==> src/rtl/eth_cmd_decoder.sv <==
// Host command frame decoder: parses 8-byte UDP payload frames into start/sample-count commands.
// Optional inter-byte timeout is enabled by defining CMD_TIMEOUT_EN.
//
// state   | meaning
// IDLE    | waiting for first header byte 0x55
// HDR2    | expecting second header byte 0xA5
// CMD     | latching command byte, seeding checksum
// ARG     | shifting in 4 big-endian argument bytes
// CSUM    | comparing received checksum byte
// EXEC    | one cycle: validate and execute the command
// DISCARD | dropping bytes until rx_frame_end
module eth_cmd_decoder #(
    parameter logic [31:0] DEFAULT_SAMPLE_NUM = 32'd1024,
    parameter logic [31:0] MAX_SAMPLE_NUM     = 32'd67108864,
    parameter logic [23:0] TIMEOUT_CYCLES     = 24'd125000
) (
    input  logic        clk,
    input  logic        reset_n,
    input  logic        rx_data_valid,
    input  logic [7:0]  rx_data,
    input  logic        rx_frame_end,
    input  logic        sample_busy,
    output logic        start_sample,
    output logic [31:0] set_sample_num,
    output logic        cmd_ok,
    output logic        cmd_err,
    output logic [1:0]  err_code
);

    typedef enum logic [2:0] {
        S_IDLE, S_HDR2, S_CMD, S_ARG, S_CSUM, S_EXEC, S_DISCARD
    } state_t;

    localparam logic [1:0] ERR_CSUM = 2'd0;
    localparam logic [1:0] ERR_LEN  = 2'd1;
    localparam logic [1:0] ERR_CMD  = 2'd2;
    localparam logic [1:0] ERR_BUSY = 2'd3;

    state_t      state_q, state_d;
    logic [7:0]  cmd_q, cmd_d;
    logic [31:0] arg_q, arg_d;
    logic [7:0]  csum_q, csum_d;
    logic [1:0]  cnt_q, cnt_d;
    logic        pend_err_q, pend_err_d;
    logic [1:0]  pend_code_q, pend_code_d;
    logic        start_q, start_d;
    logic        ok_q, ok_d;
    logic        err_q, err_d;
    logic [1:0]  code_q, code_d;
    logic [31:0] num_q, num_d;
    logic        arg_ok;
    state_t      idle_next;

`ifdef CMD_TIMEOUT_EN
    logic [23:0] tmo_q, tmo_d;
`else
    logic        timeout_unused;
    assign timeout_unused = ^TIMEOUT_CYCLES;
`endif

    assign arg_ok = (arg_q != 32'd0) && (arg_q <= MAX_SAMPLE_NUM);

    // EXEC shares the IDLE byte decision so a frame may follow immediately.
    always_comb begin
        idle_next = S_IDLE;
        if (rx_data_valid && !rx_frame_end) begin
            idle_next = (rx_data == 8'h55) ? S_HDR2 : S_DISCARD;
        end
    end

    always_comb begin
        state_d     = state_q;
        cmd_d       = cmd_q;
        arg_d       = arg_q;
        csum_d      = csum_q;
        cnt_d       = cnt_q;
        num_d       = num_q;
        pend_err_d  = 1'b0;
        pend_code_d = pend_code_q;
        start_d     = 1'b0;
        ok_d        = 1'b0;
        err_d       = pend_err_q;
        code_d      = pend_err_q ? pend_code_q : code_q;
`ifdef CMD_TIMEOUT_EN
        tmo_d       = 24'd0;
`endif

        case (state_q)
            S_IDLE: state_d = idle_next;
            S_HDR2: begin
                if (rx_data_valid) begin
                    if (rx_data == 8'hA5) begin
                        if (rx_frame_end) begin
                            state_d     = S_IDLE;
                            pend_err_d  = 1'b1;
                            pend_code_d = ERR_LEN;
                        end else begin
                            state_d = S_CMD;
                        end
                    end else begin
                        state_d = rx_frame_end ? S_IDLE : S_DISCARD;
                    end
                end
            end
            S_CMD: begin
                if (rx_data_valid) begin
                    cmd_d  = rx_data;
                    csum_d = rx_data;
                    cnt_d  = 2'd0;
                    if (rx_frame_end) begin
                        state_d     = S_IDLE;
                        pend_err_d  = 1'b1;
                        pend_code_d = ERR_LEN;
                    end else begin
                        state_d = S_ARG;
                    end
                end
            end
            S_ARG: begin
                if (rx_data_valid) begin
                    arg_d  = {arg_q[23:0], rx_data};
                    csum_d = csum_q + rx_data;
                    cnt_d  = cnt_q + 2'd1;
                    if (rx_frame_end) begin
                        state_d     = S_IDLE;
                        pend_err_d  = 1'b1;
                        pend_code_d = ERR_LEN;
                    end else if (cnt_q == 2'd3) begin
                        state_d = S_CSUM;
                    end
                end
            end
            S_CSUM: begin
                if (rx_data_valid) begin
                    if (rx_data != csum_q) begin
                        state_d     = rx_frame_end ? S_IDLE : S_DISCARD;
                        pend_err_d  = 1'b1;
                        pend_code_d = ERR_CSUM;
                    end else if (!rx_frame_end) begin
                        state_d     = S_DISCARD;
                        pend_err_d  = 1'b1;
                        pend_code_d = ERR_LEN;
                    end else begin
                        state_d = S_EXEC;
                    end
                end
            end
            S_EXEC: begin
                state_d = idle_next;
                case (cmd_q)
                    8'h01: begin
                        if (arg_ok) begin
                            num_d = arg_q;
                            ok_d  = 1'b1;
                        end else begin
                            err_d  = 1'b1;
                            code_d = ERR_CMD;
                        end
                    end
                    8'h02: begin
                        if (sample_busy) begin
                            err_d  = 1'b1;
                            code_d = ERR_BUSY;
                        end else begin
                            start_d = 1'b1;
                            ok_d    = 1'b1;
                        end
                    end
                    8'h03: begin
                        if (!arg_ok) begin
                            err_d  = 1'b1;
                            code_d = ERR_CMD;
                        end else if (sample_busy) begin
                            err_d  = 1'b1;
                            code_d = ERR_BUSY;
                        end else begin
                            num_d   = arg_q;
                            start_d = 1'b1;
                            ok_d    = 1'b1;
                        end
                    end
                    default: begin
                        err_d  = 1'b1;
                        code_d = ERR_CMD;
                    end
                endcase
            end
            S_DISCARD: begin
                if (rx_data_valid && rx_frame_end) begin
                    state_d = S_IDLE;
                end
            end
            default: state_d = S_IDLE;
        endcase

`ifdef CMD_TIMEOUT_EN
        // An accepted byte in the expiry cycle wins over the timeout.
        if (state_q == S_HDR2 || state_q == S_CMD || state_q == S_ARG || state_q == S_CSUM) begin
            if (rx_data_valid) begin
                tmo_d = 24'd0;
            end else if (tmo_q == TIMEOUT_CYCLES - 24'd1) begin
                tmo_d       = 24'd0;
                state_d     = S_IDLE;
                pend_err_d  = 1'b1;
                pend_code_d = ERR_LEN;
            end else begin
                tmo_d = tmo_q + 24'd1;
            end
        end
`endif
    end

    always_ff @(posedge clk or negedge reset_n) begin
        if (!reset_n) begin
            state_q     <= S_IDLE;
            cmd_q       <= 8'd0;
            arg_q       <= 32'd0;
            csum_q      <= 8'd0;
            cnt_q       <= 2'd0;
            pend_err_q  <= 1'b0;
            pend_code_q <= 2'd0;
            start_q     <= 1'b0;
            ok_q        <= 1'b0;
            err_q       <= 1'b0;
            code_q      <= 2'd0;
            num_q       <= DEFAULT_SAMPLE_NUM;
        end else begin
            state_q     <= state_d;
            cmd_q       <= cmd_d;
            arg_q       <= arg_d;
            csum_q      <= csum_d;
            cnt_q       <= cnt_d;
            pend_err_q  <= pend_err_d;
            pend_code_q <= pend_code_d;
            start_q     <= start_d;
            ok_q        <= ok_d;
            err_q       <= err_d;
            code_q      <= code_d;
            num_q       <= num_d;
        end
    end

`ifdef CMD_TIMEOUT_EN
    always_ff @(posedge clk or negedge reset_n) begin
        if (!reset_n) begin
            tmo_q <= 24'd0;
        end else begin
            tmo_q <= tmo_d;
        end
    end
`endif

    assign start_sample   = start_q;
    assign cmd_ok         = ok_q;
    assign cmd_err        = err_q;
    assign err_code       = code_q;
    assign set_sample_num = num_q;

endmodule

==> config.mk <==
export PLATFORM = sky130hd
export DESIGN_NAME = eth_cmd_decoder
export DESIGN_NICKNAME = d
export VERILOG_FILES = /design/src/rtl/eth_cmd_decoder.sv
export SDC_FILE = /design/constraint.sdc
export NUM_CORES = 1
export LEC_CHECK = 0
export BUFFER_PORTS_ARGS = -buffer_cell sky130_fd_sc_hd__buf_2
export CAP_MARGIN = 20
export CORE_ASPECT_RATIO = 1.2
export CORE_MARGIN = 4
export CORE_UTILIZATION = 58
export DETAILED_ROUTE_END_ITERATION = 6
export GPL_ROUTABILITY_DRIVEN = 0
export HOLD_SLACK_MARGIN = 0.08
export PLACE_DENSITY = 0.79
export REMOVE_ABC_BUFFERS = 1
export SETUP_SLACK_MARGIN = 0.3
export SLEW_MARGIN = 20
export SYNTH_ARGS = -nofsm -noshare
export SYNTH_HDL_FRONTEND = slang
export SYNTH_SLANG_ARGS = --single-unit
==> constraint.sdc <==
create_clock -name clk -period 2.9 [get_ports clk]
set_input_delay 0.145 -clock clk [delete_from_list [all_inputs] [get_ports clk]]
set_output_delay 0.145 -clock clk [all_outputs]
set_load 0.01 [all_outputs]
Yosys cells after proc, flatten, opt, wreduce, memory -nomap -nowiden
Cells that the tools add are included. W data, S select, Z words.

$add $sub $neg: 2. Reductions and logical operators: 17. Magnitude comparators: 1. Equality and inequality tests: 25. Mux-type cells: 60.

Operators by type and width (count): $mux W32 (3); $pmux W32 S2 (1); $mux W3 (12); $mux W2 (17); $le A32 B27 Y1 const B (1); $reduce_bool A32 Y1 (1); $ne A2 B2 Y1 const B (9); $pmux W3 S6 (1); $eq A8 B2 Y1 const B (2); $mux W1 (16); $mux W8 (2); $pmux W8 S2 (1); $pmux W2 S3 (2); $reduce_and A6 Y1 (2); $eq A3 B3 Y1 const B (3); $pmux W1 S3 (3); $add A8 B8 Y8 (1); $eq A8 B1 Y1 const B (1); $eq A8 B7 Y1 const B (1); $eq A8 B8 Y1 const B (1); $ne A8 B8 Y1 (1); $eq A3 B2 Y1 const B (2); $ne A3 B3 Y1 const B (2); $reduce_and A5 Y1 (1); other kinds (14) (19).

Word-level logic and storage cells: 117. Register bits after elaboration: 93.

Logic depth before layout (Yosys ltp)
Word-level depth: 5. Mapped depth: 10. Depth with buffers taken out: 10.

Worst setup path before layout
Ideal clock, no wire load.

Path kind: register to register. From: reg cmd_q[3]. To: reg num_q[11], in the netlist set_sample_num[11]. Setup slack: 676 ps. Buffers on the path: 2. Setup time: 125 ps. Stages on the path, launching flop included: 8. Arrival: 2099 ps. Required time: 2775 ps. Period minus slack after synthesis: 2224 ps. Cell sequence: dfrtp_1 > or4_4 > nor3_4 > nand2_1 > or3_1 > buf_6 > buf_12 > mux2_4.

Cells in the longest elaborated chain, start to end: 3.

Ends and longest elaborated chain: start: declaration (RTL line 40) `logic [7:0] cmd_q, cmd_d;`; start signal: assignment (RTL line 229) `cmd_q <= cmd_d;`; $eq A8 B1 Y1 or $eq A8 B2 Y1 (tied branches) (RTL line 150) `case (cmd_q)`; $ne A2 B2 Y1 (no source line) or $reduce_bool A2 Y1 (tied branches); $reduce_and A5 Y1 (no source line); end signal: assignment (RTL line 239) `num_q <= num_d;`; end: declaration (RTL line 50) `logic [31:0] num_q, num_d;`.

Parallel ways exist; a longest one is shown, timed or not. A chain may end at the register's enable or synchronous reset.

Worst setup path in the final report
From: reg arg_q[8]. To: reg num_q[1], in the netlist set_sample_num[1].

Cells in the longest elaborated chain, start to end: 4.

Ends and longest elaborated chain: start: declaration (RTL line 41) `logic [31:0] arg_q, arg_d;`; start signal: assignment (RTL line 230) `arg_q <= arg_d;`; $le A32 B27 Y1 or $reduce_bool A32 Y1 (tied branches) (RTL line 61) `assign arg_ok = (arg_q != 32'd0) && (arg_q <= MAX_SAMPLE_NUM);`; $logic_and A1 B1 Y1 (*) (RTL line 61); $ne A2 B2 Y1 (no source line); $reduce_and A5 Y1 (no source line) (*).

Mark *: on every way between the ends. The rest lies on a longest branch, timed or not.

==> out/results.ini <==
[synthesis]
ys_warn_count = 0
synth_edf_count = 0
synth-seq-cells = 92
yosys.cell_types.count = 48
synth-main-ff-cell = dfrtp_1
synth-seq-area-share_pct = 53.32
syn_inst = 342
netlist_area_um2 = 4320
async_reset_ff_share_pct = 100.0
syn_avg_cell_area_um2 = 12.63

[sta]
fin_crit_ns = 2.424
min_period_over_period_pct = 83.57
setup_viol = 0
worst_pin_slew_ns = 0.4290
rsz0062_at_grt = no
hold_viol = 0
relSlewSlack_pct = 71.10
fin_skew_ns = 0.009168
drv_slew = 0
setup_tns_ns = 0
timing.fmax_mhz = 412.6

[clock_network]
numCtsBuffers = 9
cts.clk_slew.worst_paths_ns = 0.09
htree_levels = 3
cts_root_buf = clkbuf_8
cts_sinks = 92
clk_latency_ns = 0.35
clock_path_buffers = 2
cts_tree = done

[floorplan]
boundaryPins = 50
fp.dieW_um = 86.79
initial_core_util_pct = 59.74
core_um2 = 7232
rows = 34
dieArea_um2 = 8899
fp.dieH_um = 102.5

[global_route]
grt_pass1_wl_um = 14070
grt_use_total_pct = 20.19
grt_max_degree = 35
grt_antenna_before_repair = 0
grt-ovfl-total = 0
grt_pass1_vias = 2992

[routing]
firstDrtPassIters = 4
drt-initial-drc-count = 145
wire_per_inst_um = 16.59
viasPerCell = 5.673
antenna_left = 0
drc = 0
routed_wl_um = 8162
vias = 2791

[finish]
areaGrowthSynthToFinish_pct = 13.50
register_area_um2 = 2305
diodes = 0
final_core_util_pct = 67.80
mostFrequentLayoutCells = dfrtp_1, buf_2, mux2_2, nand2_1, mux2_4
fin_nets = 419
fill_cells = 547
multi_input_area_um2 = 1917
drive_gt1_share_pct = 37.06
final_common_cell = dfrtp_1

[setup_path]
crit_type = reg2reg
worst_path_max_delay_cell = dfrtp_1
crit_buf_inv = 1
cp_slowest_stage_delay_ns = 0.45
start_kind = flip-flop
worstSetupPathDepth = 7
cp_common_cell = nand4_1
end_kind = flip-flop
crit_chain = nor4_4 -> nand4_1 -> or3_1 -> nand4_1 -> or3_4 -> buf_12 -> mux2_2
crit_fanout = 32
r2r_cells = 7
worstPathRequired_ns = 3.14
path_delay_family = simple AND/OR/NAND/NOR gates
cp.arrival_ns = 2.66

[power]
pwr_density_cell_nw_per_um2 = 775.7
leakagePower_nw = 2.527
p_total_mw = 3.804
ir_worst_vdd_v = 0.0004260

[hold_path]
hold_path_class = in2reg
holdPathStages = 2

[place]
hpwl_um = 5772
portBuffers = 49

[status]
outcome = completed

[run]
cap_viol_max_count = 0

==> worst register-to-register path: stages, from the launching register on <==
cell     delay (ns)
dfrtp_1        0.45
nor4_4         0.34
nand4_1        0.17
or3_1          0.38
nand4_1        0.19
or3_4          0.18
buf_12         0.22
mux2_2         0.39
==> routing by layer <==
metal	GRT usage [%]	up-vias	routed length (um)
li1	-	1330	-
met1	26.35	1393	3575
met2	33.49	59	4135
met3	3.118	9	342
met4	8.873	0	109
met5	0	-	0
==> final timing paths <==
| kind | startpoint | end | slack [ns] |
|---|---|---|---|
| max | arg_q[8]$_DFFE_PN0P_ | set_sample_num[1]$_DFFE_PN0P_ | 0.48 |
| min | rx_frame_end | state_q[1]$_DFFE_PN0P_ | 0.10 |
| max reg2reg | arg_q[8]$_DFFE_PN0P_ | set_sample_num[1]$_DFFE_PN0P_ | 0.48 |
| min reg2reg | cnt_q[1]$_DFFE_PN0P_ | cnt_q[1]$_DFFE_PN0P_ | 0.49 |
| max in group asynchronous | reset_n | arg_q[6]$_DFFE_PN0P_ | 1.87 |
| min in group asynchronous | reset_n | set_sample_num[29]$_DFFE_PN0P_ | 0.25 |
==> flip-flops by register name, indices dropped and copies added (netlist names) <==
name	count
cmd_err	1
cmd_q	8
start_sample	1
pend_code_q	1
cmd_ok	1
pend_err_q	1
state_q	3
csum_q	8
set_sample_num	32
err_code	2
arg_q	32
cnt_q	2
==> repair_timing <==
item,in CTS,in global routing
hold buffers,2,0
pin swaps,0,3
endpoints found under the setup margin,32,32
resized for setup,3,7
endpoints found under the hold margin,32,0
buffers inserted,0,1
==> power by group <==
part           internal [mW]  leakage, nW  switching, mW
sequential              1.54         1.23          0.268
combinational          0.565         1.20          0.568
clock                  0.406       0.0935          0.454
total                   2.51         2.53           1.29
==> cell usage after synthesis, types with 3 or more instances <==
cell | number | share of area (%)
mux2i_1 | 9 | 2.1
nor2_1 | 13 | 1.1
clkbuf_1 | 9 | 0.78
mux2_2 | 43 | 11
dfrtp_1 | 91 | 53
nor3_1 | 3 | 0.35
mux2_4 | 25 | 8.7
ha_1 | 8 | 2.3
xor2_1 | 3 | 0.61
inv_1 | 8 | 0.70
o21ai_0 | 18 | 2.1
nor4_1 | 7 | 1.0
nand3_1 | 7 | 0.81
nand2_1 | 30 | 2.6
nor2b_1 | 3 | 0.43
a21oi_1 | 11 | 1.3
nor3b_1 | 5 | 0.87
and2_1 | 5 | 0.72
xnor2_1 | 3 | 0.61
nand4_1 | 3 | 0.43
==> layout make-up <==
| type | count | area share (%) |
|---|---|---|
| clock buffers | 10 | 2.603 |
| inverters | 8 | 0.6124 |
| multi-input cells | 227 | 39.09 |
| repair buffers | 59 | 6.941 |
| clock inverters | 6 | 1.454 |
| well taps | 90 | 2.297 |
| flip-flops and latches | 92 | 47.00 |
==> per-stage QoR <==
stage | instances | hold WS [ns] | cell area [um^2] | setup slack, ns
5_1_grt | 492 | 0.09713 | 4903 | 0.3263
3_3_place_gp | 473 | 0.1013 | 4629 | 0.2420
4_1_cts | 491 | 0.08456 | 4865 | 0.3114
2_1_floorplan | 327 | -0.1506 | 4215 | 0.04937
3_5_place_dp | 473 | 0.1016 | 4629 | 0.1075
6_report | 492 | 0.1026 | 4903 | 0.4765
==> cell families after synthesis <==
group / Yosys count / share of synthesized area (%)
AND/OR/NAND/NOR: 92 / 11.64
flip-flops: 92 / 53.32
multiplexers: 77 / 21.98
AO/OA/AOI/OAI: 43 / 5.937
buffers and inverters: 23 / 3.127
adder cells (fa/ha/maj): 9 / 2.780
XOR/XNOR: 6 / 1.217
Note: power is estimated with default switching activity, not from simulation.
